`src/rtl/nxn_tic_tac_toe_game.sv`:
```
// N x N tic-tac-toe referee: alternates player/computer moves, rejects illegal
// moves, detects wins/draws one cycle after each move and keeps saturating tallies.
`timescale 1ns/1ps
module nxn_tic_tac_toe_game #(
  parameter  int unsigned N       = 3,
  parameter  int unsigned TALLY_W = 8,
  localparam int unsigned IDXW    = $clog2(N*N),
  localparam int unsigned MCW     = $clog2(N*N+1)
) (
  input  logic                 clock,
  input  logic                 reset,
  input  logic                 play,
  input  logic                 pc,
  input  logic                 new_game,
  input  logic [IDXW-1:0]      player_position,
  input  logic [IDXW-1:0]      computer_position,
  output logic [2*N*N-1:0]     board,
  output logic [1:0]           who,
  output logic                 game_over,
  output logic                 illegal_move,
  output logic                 turn,
  output logic [MCW-1:0]       move_count,
  output logic [TALLY_W-1:0]   player_wins,
  output logic [TALLY_W-1:0]   computer_wins,
  output logic [TALLY_W-1:0]   draws
);

  typedef enum logic [2:0] {
    PLAYER_TURN,
    CHECK_P,
    COMPUTER_TURN,
    CHECK_C,
    GAME_OVER
  } state_t;

  localparam logic [MCW-1:0] ALL_CELLS = MCW'(N*N);

  state_t               state_q, state_d;
  logic [2*N*N-1:0]     board_q, board_d;
  logic [1:0]           who_q, who_d;
  logic                 game_over_q, game_over_d;
  logic                 illegal_move_q, illegal_move_d;
  logic [MCW-1:0]       move_count_q, move_count_d;
  logic [TALLY_W-1:0]   player_wins_q, player_wins_d;
  logic [TALLY_W-1:0]   computer_wins_q, computer_wins_d;
  logic [TALLY_W-1:0]   draws_q, draws_d;

  logic                 mv_req;
  logic [IDXW-1:0]      mv_pos;
  logic [1:0]           mv_code;
  logic                 mv_legal;
  logic                 win_p, win_c;

  function automatic logic [1:0] cell_at(input logic [2*N*N-1:0] b,
                                         input logic [IDXW-1:0]  pos);
    logic [1:0] c;
    c = '0;
    for (int unsigned i = 0; i < N*N; i++) begin
      if (32'(pos) == i) c = b[2*i +: 2];
    end
    return c;
  endfunction

  function automatic logic has_line(input logic [2*N*N-1:0] b,
                                    input logic [1:0]       code);
    logic hit, row_ok, col_ok, diag_ok, anti_ok;
    hit     = 1'b0;
    diag_ok = 1'b1;
    anti_ok = 1'b1;
    for (int unsigned r = 0; r < N; r++) begin
      row_ok = 1'b1;
      col_ok = 1'b1;
      for (int unsigned c = 0; c < N; c++) begin
        if (b[2*(r*N+c) +: 2] != code) row_ok = 1'b0;
        if (b[2*(c*N+r) +: 2] != code) col_ok = 1'b0;
      end
      hit = hit | row_ok | col_ok;
      if (b[2*(r*N+r) +: 2] != code)       diag_ok = 1'b0;
      if (b[2*(r*N+N-1-r) +: 2] != code)   anti_ok = 1'b0;
    end
    return hit | diag_ok | anti_ok;
  endfunction

  always_comb begin
    mv_req   = (state_q == PLAYER_TURN && play) || (state_q == COMPUTER_TURN && pc);
    mv_pos   = (state_q == PLAYER_TURN) ? player_position : computer_position;
    mv_code  = (state_q == PLAYER_TURN) ? 2'b01 : 2'b10;
    mv_legal = (32'(mv_pos) < N*N) && (cell_at(board_q, mv_pos) == 2'b00);
    win_p    = has_line(board_q, 2'b01);
    win_c    = has_line(board_q, 2'b10);
  end

  always_comb begin
    state_d         = state_q;
    board_d         = board_q;
    who_d           = who_q;
    game_over_d     = game_over_q;
    illegal_move_d  = 1'b0;
    move_count_d    = move_count_q;
    player_wins_d   = player_wins_q;
    computer_wins_d = computer_wins_q;
    draws_d         = draws_q;

    if (new_game) begin
      state_d      = PLAYER_TURN;
      board_d      = '0;
      who_d        = 2'b00;
      game_over_d  = 1'b0;
      move_count_d = '0;
    end else begin
      case (state_q)
        PLAYER_TURN, COMPUTER_TURN: begin
          if (mv_req) begin
            if (mv_legal) begin
              for (int unsigned i = 0; i < N*N; i++) begin
                if (32'(mv_pos) == i) board_d[2*i +: 2] = mv_code;
              end
              move_count_d = move_count_q + MCW'(1);
              state_d      = (state_q == PLAYER_TURN) ? CHECK_P : CHECK_C;
            end else begin
              illegal_move_d = 1'b1;
            end
          end
        end
        CHECK_P, CHECK_C: begin
          // Only the side that just moved can have completed a line.
          if (win_p) begin
            who_d       = 2'b01;
            game_over_d = 1'b1;
            state_d     = GAME_OVER;
            if (player_wins_q != '1) player_wins_d = player_wins_q + TALLY_W'(1);
          end else if (win_c) begin
            who_d       = 2'b10;
            game_over_d = 1'b1;
            state_d     = GAME_OVER;
            if (computer_wins_q != '1) computer_wins_d = computer_wins_q + TALLY_W'(1);
          end else if (move_count_q == ALL_CELLS) begin
            who_d       = 2'b11;
            game_over_d = 1'b1;
            state_d     = GAME_OVER;
            if (draws_q != '1) draws_d = draws_q + TALLY_W'(1);
          end else begin
            state_d = (state_q == CHECK_P) ? COMPUTER_TURN : PLAYER_TURN;
          end
        end
        default: ;
      endcase
    end
  end

  always_ff @(posedge clock or negedge reset) begin
    if (!reset) begin
      state_q         <= PLAYER_TURN;
      board_q         <= '0;
      who_q           <= '0;
      game_over_q     <= 1'b0;
      illegal_move_q  <= 1'b0;
      move_count_q    <= '0;
      player_wins_q   <= '0;
      computer_wins_q <= '0;
      draws_q         <= '0;
    end else begin
      state_q         <= state_d;
      board_q         <= board_d;
      who_q           <= who_d;
      game_over_q     <= game_over_d;
      illegal_move_q  <= illegal_move_d;
      move_count_q    <= move_count_d;
      player_wins_q   <= player_wins_d;
      computer_wins_q <= computer_wins_d;
      draws_q         <= draws_d;
    end
  end

  assign board         = board_q;
  assign who           = who_q;
  assign game_over     = game_over_q;
  assign illegal_move  = illegal_move_q;
  assign turn          = (state_q == COMPUTER_TURN) || (state_q == CHECK_P);
  assign move_count    = move_count_q;
  assign player_wins   = player_wins_q;
  assign computer_wins = computer_wins_q;
  assign draws         = draws_q;

endmodule

```
`config.mk`:
```
export PLATFORM = sky130hd
export DESIGN_NAME = nxn_tic_tac_toe_game
export DESIGN_NICKNAME = d
export VERILOG_FILES = /design/src/rtl/nxn_tic_tac_toe_game.sv
export SDC_FILE = /design/constraint.sdc
export NUM_CORES = 1
export LEC_CHECK = 0
export CAP_MARGIN = 0
export CORE_MARGIN = 2
export CORE_UTILIZATION = 46
export DETAILED_ROUTE_END_ITERATION = 7
export PLACE_DENSITY_LB_ADDON = 0.12
export SLEW_MARGIN = 20
export SYNTH_ARGS = -nofsm -noshare
export SYNTH_HDL_FRONTEND = slang
export SYNTH_SLANG_ARGS = --single-unit
```
`constraint.sdc`:
```
create_clock -name clock -period 2.6 [get_ports clock]
set_input_delay 0.52 -clock clock [delete_from_list [all_inputs] [get_ports clock]]
set_output_delay 0.52 -clock clock [all_outputs]
set_load 0.05 [all_outputs]
```
# After elaboration in Yosys (flattened, before gate mapping)
# Cells that the tools add are included.
[op_classes]
magnitude_cmp = 1
mux = 93
add_sub_neg = 4
bitwise = 17
reduce_logical = 40
eq_ne = 35
[op_table]
columns = ["operator", "count"]
rows = [
  ["two-way mux 18 bit", 4],
  ["two-way mux 2 bit", 26],
  ["two-way mux 1 bit", 51],
  ["AND reduction 4 bit", 10],
  ["nonzero test 2 bit", 13],
  ["adder 8 x 1 -> 8 bit, second input constant", 3],
  ["inequality test 8 bit, second input constant", 3],
  ["two-way mux 4 bit", 5],
  ["two-way mux 3 bit", 6],
  ["inequality test 2 x 1 -> 1 bit, second input constant", 9],
  ["inequality test 2 bit, second input constant", 9],
  ["equality test 4 x 3 -> 1 bit, second input constant", 4],
  ["OR 1 bit", 14],
  ["equality test 4 x 2 -> 1 bit, second input constant", 2],
  ["equality test 4 bit, second input constant", 2],
  ["equality test 3 x 2 -> 1 bit, second input constant", 2],
  ["inequality test 3 bit, second input constant", 2],
  ["case mux 3 bit (2 select lines)", 1],
  ["AND reduction 3 bit", 2],
  ["AND reduction 6 bit", 1],
  ["AND reduction 5 bit", 1],
  ["adder 4 x 1 -> 4 bit, second input constant", 1],
  ["equality test 4 x 1 -> 1 bit, second input constant", 1],
  ["zero test 4 bit", 1],
  ["11 further kinds", 17],
]
[totals]
reg_bits = 53
word_cells = 207
output_inout_bits = 51
input_bits = 13

# Longest topological paths before layout
[depth]
depth_word = 18
mapped_depth = 10
mapped_depth_nobuf = 8

# Worst setup path after synthesis
# No wires, ideal clock.
[synth_timing]
path_type = "flip-flop to flip-flop"
startpoint = "reg state_q[2]"
endpoint = "reg move_count_q[3], in the netlist move_count[3]"
t_arrival_ps = 2527
setup_slack_ps = -52
synth_period_minus_slack_ps = 2652
path_stages_with_launch = 10
setup_time_ps = 125
required_ps = 2475
path_buffers = 2
cell_sequence = "dfrtp_1 > buf_6 > nor3_4 > mux2i_1 > mux2_4 > a221oi_4 > o41ai_2 > buf_6 > nand3_2 > mux2_4"
[synth_via]
elab_chain_cells = 16
word_cells_on_any_way = 32
cone_classes = "1 x order compare; 9 x eq/ne; 10 x mux; 12 x reduce/logical"
[synth_lines]
columns = ["element", "line_no", "text"]
rows = [
  ["start: declaration", "38", "state_t state_q, state_d;"],
  ["start signal: assignment", "163", "state_q <= state_d;"],
  ["zero test 3 bit", "85, 86, 111", ""],
  ["two-way mux 4 bit", "86", "mv_pos = (state_q == PLAYER_TURN) ? player_position : computer_position;"],
  ["zero test 4 bit", "59", "if (32'(pos) == i) c = b[2*i +: 2];"],
  ["two-way mux 2 bit (9 in a row)", "59", ""],
  ["zero test 2 bit", "88", "mv_legal = (32'(mv_pos) < N*N) && (cell_at(board_q, mv_pos) == 2'b00);"],
  ["logical AND 1 bit", "88", ""],
  ["nonzero test 2 bit (no line)", "--", ""],
  ["AND reduction 3 bit (no line) (*)", "--", ""],
  ["end signal: assignment", "168", "move_count_q <= move_count_d;"],
  ["end: declaration", "43", "logic [MCW-1:0] move_count_q, move_count_d;"],
]
# Mark *: on every way between the ends. The rest lies on a longest branch, timed or not.
# A chain may end at the register's enable or synchronous reset.

# Final worst setup path
[layout_timing]
startpoint = "reg state_q[1]"
endpoint = "reg board_q[10], in the netlist board[10]"
[layout_via]
elab_chain_cells = 16
word_cells_on_any_way = 39
cone_classes = "1 x order compare; 9 x eq/ne; 16 x mux; 13 x reduce/logical"
[layout_lines]
columns = ["element", "line_no", "text"]
rows = [
  ["zero test 3 bit", "--", ""],
  ["two-way mux 4 bit", "86", ""],
  ["zero test 4 bit", "59", ""],
  ["two-way mux 2 bit (9 in a row)", "59", ""],
  ["zero test 2 bit", "88", ""],
  ["logical AND 1 bit", "88", ""],
  ["nonzero test 2 bit (no line)", "--", ""],
  ["AND reduction 4 bit (no line)", "--", ""],
  ["end signal: assignment", "164", "board_q <= board_d;"],
  ["end: declaration", "39", "logic [2*N*N-1:0] board_q, board_d;"],
]
# Several ways; a longest one is shown, not always the timed one. The select of a mux whose other input is x is not followed.

==> flow_metrics.tcl <==
set metrics [dict create \
    setup_violations 1 \
    die_w_um 85.49 \
    wl_um 8500 \
    crit_fanout 8 \
    syn_nets 315 \
    async_flop_share_pct 100.0 \
    grt_max_degree 54 \
    ys.flop_type "dfrtp_1" \
    postSynthAreaPerCell_sq_um 10.28 \
    final_nets 429 \
    drive_gt1_share_pct 26.21 \
    design_area_sq_um 4412 \
    finalCritPeriodShare_pct 100.9 \
    synth-edff-count 0 \
    p_per_area_nw_per_um2 445.5 \
    drc_errors 0 \
    worstMarginPinSlew_ps 588.7 \
    start_util_pct 47.83 \
    crit_start "state_q[1]" \
    num_rows 29 \
    dieArea_sq_um 7308 \
    synth_top_area_cell "dfrtp_1" \
    via_count 2881 \
    wl_per_cell_um 17.38 \
    slew_violations 0 \
    clkSinkCount 53 \
    start_kind "flop" \
    gp_congestion 0.9470 \
    worstPathRequired_ps 2830 \
    numCtsBuffers 5 \
    yosysWarnings 0 \
    clockBufferDepth 2 \
    portBuffers 63 \
    n_antenna_cell 0 \
    core_sq_um 6386 \
    post-place-ws_ps -369.7 \
    syn2layout_area_growth_pct 44.45 \
    synth_common_cells "53 x dfrtp_1, 30 x nor2_1, 27 x nand2_1" \
    cts-htree-levels 2 \
    maxCapViolations 0 \
    ys_top_cells_by_area "dfrtp_1 43%, nor4bb_1 5.2%, xnor2_1 4.9%, nor2_1 3.7%, mux2_2 3.3%" \
    worstReg2RegStart "state_q[1]" \
    violations "setup timing" \
    drtAntennaViolNets 0 \
    crit_end "board[10]" \
    syn_area_sq_um 3054 \
    r2r.worst_path.cells 8 \
    rsz0062_at_grt "true" \
    min_period_ps 2622 \
    yosysMostFrequentCell "dfrtp_1" \
    dpl.hpwl_um 6188 \
    cp.arrival_ps 2850 \
    overflow 0 \
    place_area_sq_um 4071 \
    reg2reg_slack_ps -20 \
    fmax_mhz 381.3 \
    cts_tree "built" \
    first_pass_iters 7 \
    status "complete, but fails checks" \
    grt_usage_pct 23.60 \
    drt_iter0_markers 157 \
    insertion_delay_ps 310 \
    cts.root.buffer_cell "clkbuf_8" \
    hold_viol 0 \
    grt_pass1_wl_um 13730 \
    fp.dieH_um 85.49 \
    seq_area_frac_synth_pct 43.42 \
    synth_top_area_share_pct 43.42 \
    p_leak_nw 1.881 \
    netlist_instances 297 \
    hold_class "primary input to async pin" \
    grt_pass1_vias 2763 \
    antenna_found_initial 0 \
    cts.clk_slew.worst_paths_ps 100 \
    fillers 519 \
    max-slew-margin-rel_pct 60.26 \
    synth-seq-cells 53 \
    viasPerCell 5.892 \
    synth_cell_types 54 \
    finClkSkew_ps 10.24 \
    vdd_ir_drop_max_mv 0.4501 \
    setup_ws_ps -22.41 \
    r2r-end "board[10]" \
    critical_path_class "flop to flop" \
    endpoint_kind "flop" \
    ioPinCount 64 \
]
==> what timing repair did <==
item | in CTS | in global routing
hold buffers | 0 | 0
gates resized for setup | 6 | 30
setup endpoints to repair | 11 | 21
pin swaps | 3 | 14
buffers inserted | 2 | 5
==> power by group <==
group / switching [mW] / total [mW] / internal [mW] / leakage [nW]
Sequential: 0.0403 / 0.890 / 0.850 / 0.731
Combinational: 0.313 / 0.569 / 0.257 / 1.10
Clock: 0.284 / 0.506 / 0.222 / 0.0518
==> worst min-delay path by stage <==
stage / cells past startpoint / startpoint / slack, ps / to
floorplan: 0 / reset / 220 / board[0]
global placement: 1 / draws[5] / 480 / draws[5]
detailed placement: 1 / draws[5] / 480 / draws[5]
CTS: 2 / reset / 200 / player_wins[3]
global route: 2 / reset / 200 / player_wins[5]
finish: 2 / reset / 190 / player_wins[3]
==> layout make-up <==
cell class              instances  area, sq um  area share (%)
well taps                      77        96.34           2.184
flip-flops and latches         53         1330           30.15
inverters                       8        30.03          0.6807
multi-input cells             228         1782           40.39
clock inverters                 2        17.52          0.3971
clock buffers                   6        82.58           1.872
repair buffers                115         1074           24.33
==> critical path: stages (launching register included) <==
cell and delay (ps):
dfrtp_2 450, or3_4 470, mux2_2 320, nor3_2 150, nor4_2 90, o41ai_4 490
buf_4 230, nand4_1 160, o2bb2ai_2 180
==> placed cells by master, fill, tap and decap left out, types with 5 or more instances in the layout <==
| master | count |
|---|---|
| nand4_1 | 14 |
| nor4bb_1 | 15 |
| xnor2_1 | 17 |
| clkdlybuf4s50_1 | 58 |
| nor3_1 | 8 |
| mux2_2 | 6 |
| nand2b_1 | 5 |
| o21ai_0 | 8 |
| nor2_1 | 30 |
| buf_6 | 6 |
| a21oi_1 | 5 |
| and3_1 | 6 |
| nand2_1 | 26 |
| buf_4 | 44 |
| clkbuf_8 | 6 |
| mux2_4 | 6 |
| ha_1 | 5 |
| inv_1 | 8 |
| dfrtp_1 | 50 |
| xor2_1 | 5 |
==> per-layer routing <==
metal  track usage (%)  vias to the layer above  routed length [um]
met5                 0                        -                   0
met4             8.369                        0                 219
met3             4.669                       21                 481
met2             37.64                      116                4182
met1             32.09                     1408                3616
li1                  -                     1336                   -
==> kinds of logic (layout without fill, tap and decap cells) <==
logic type,count (synthesis),in the layout,share of synthesized area (%)
adder cells (fa/ha/maj),5,5,2.048
XOR/XNOR,22,22,6.309
multiplexers,18,18,6.760
AND/OR/NAND/NOR,133,133,25.28
AO/OA/AOI/OAI,50,50,13.19
buffers and inverters,16,131,2.990
flip-flops,53,53,43.42
==> flip-flops by register name, indices dropped and copies added (netlist names) <==
| signal | count |
|---|---|
| who | 2 |
| state_q | 3 |
| illegal_move | 1 |
| move_count | 4 |
| draws | 8 |
| computer_wins | 8 |
| board | 18 |
| game_over | 1 |
| player_wins | 8 |
==> metrics by stage <==
step	utilization, %	power [mW]	setup TNS (ps)	instances	hold WS (ps)
3_5_place_dp	63.75	1.396	-6841	474	484.9
5_1_grt	69.08	2.064	-1219	489	201.8
2_1_floorplan	-	1.181	-23.82	297	224.4
3_3_place_gp	63.75	1.393	-7861	474	481.9
4_1_cts	66.12	1.927	0	484	198.6
6_report	69.08	1.965	-22.41	489	186.3
No activity file was read; power rests on OpenSTA's default activity.
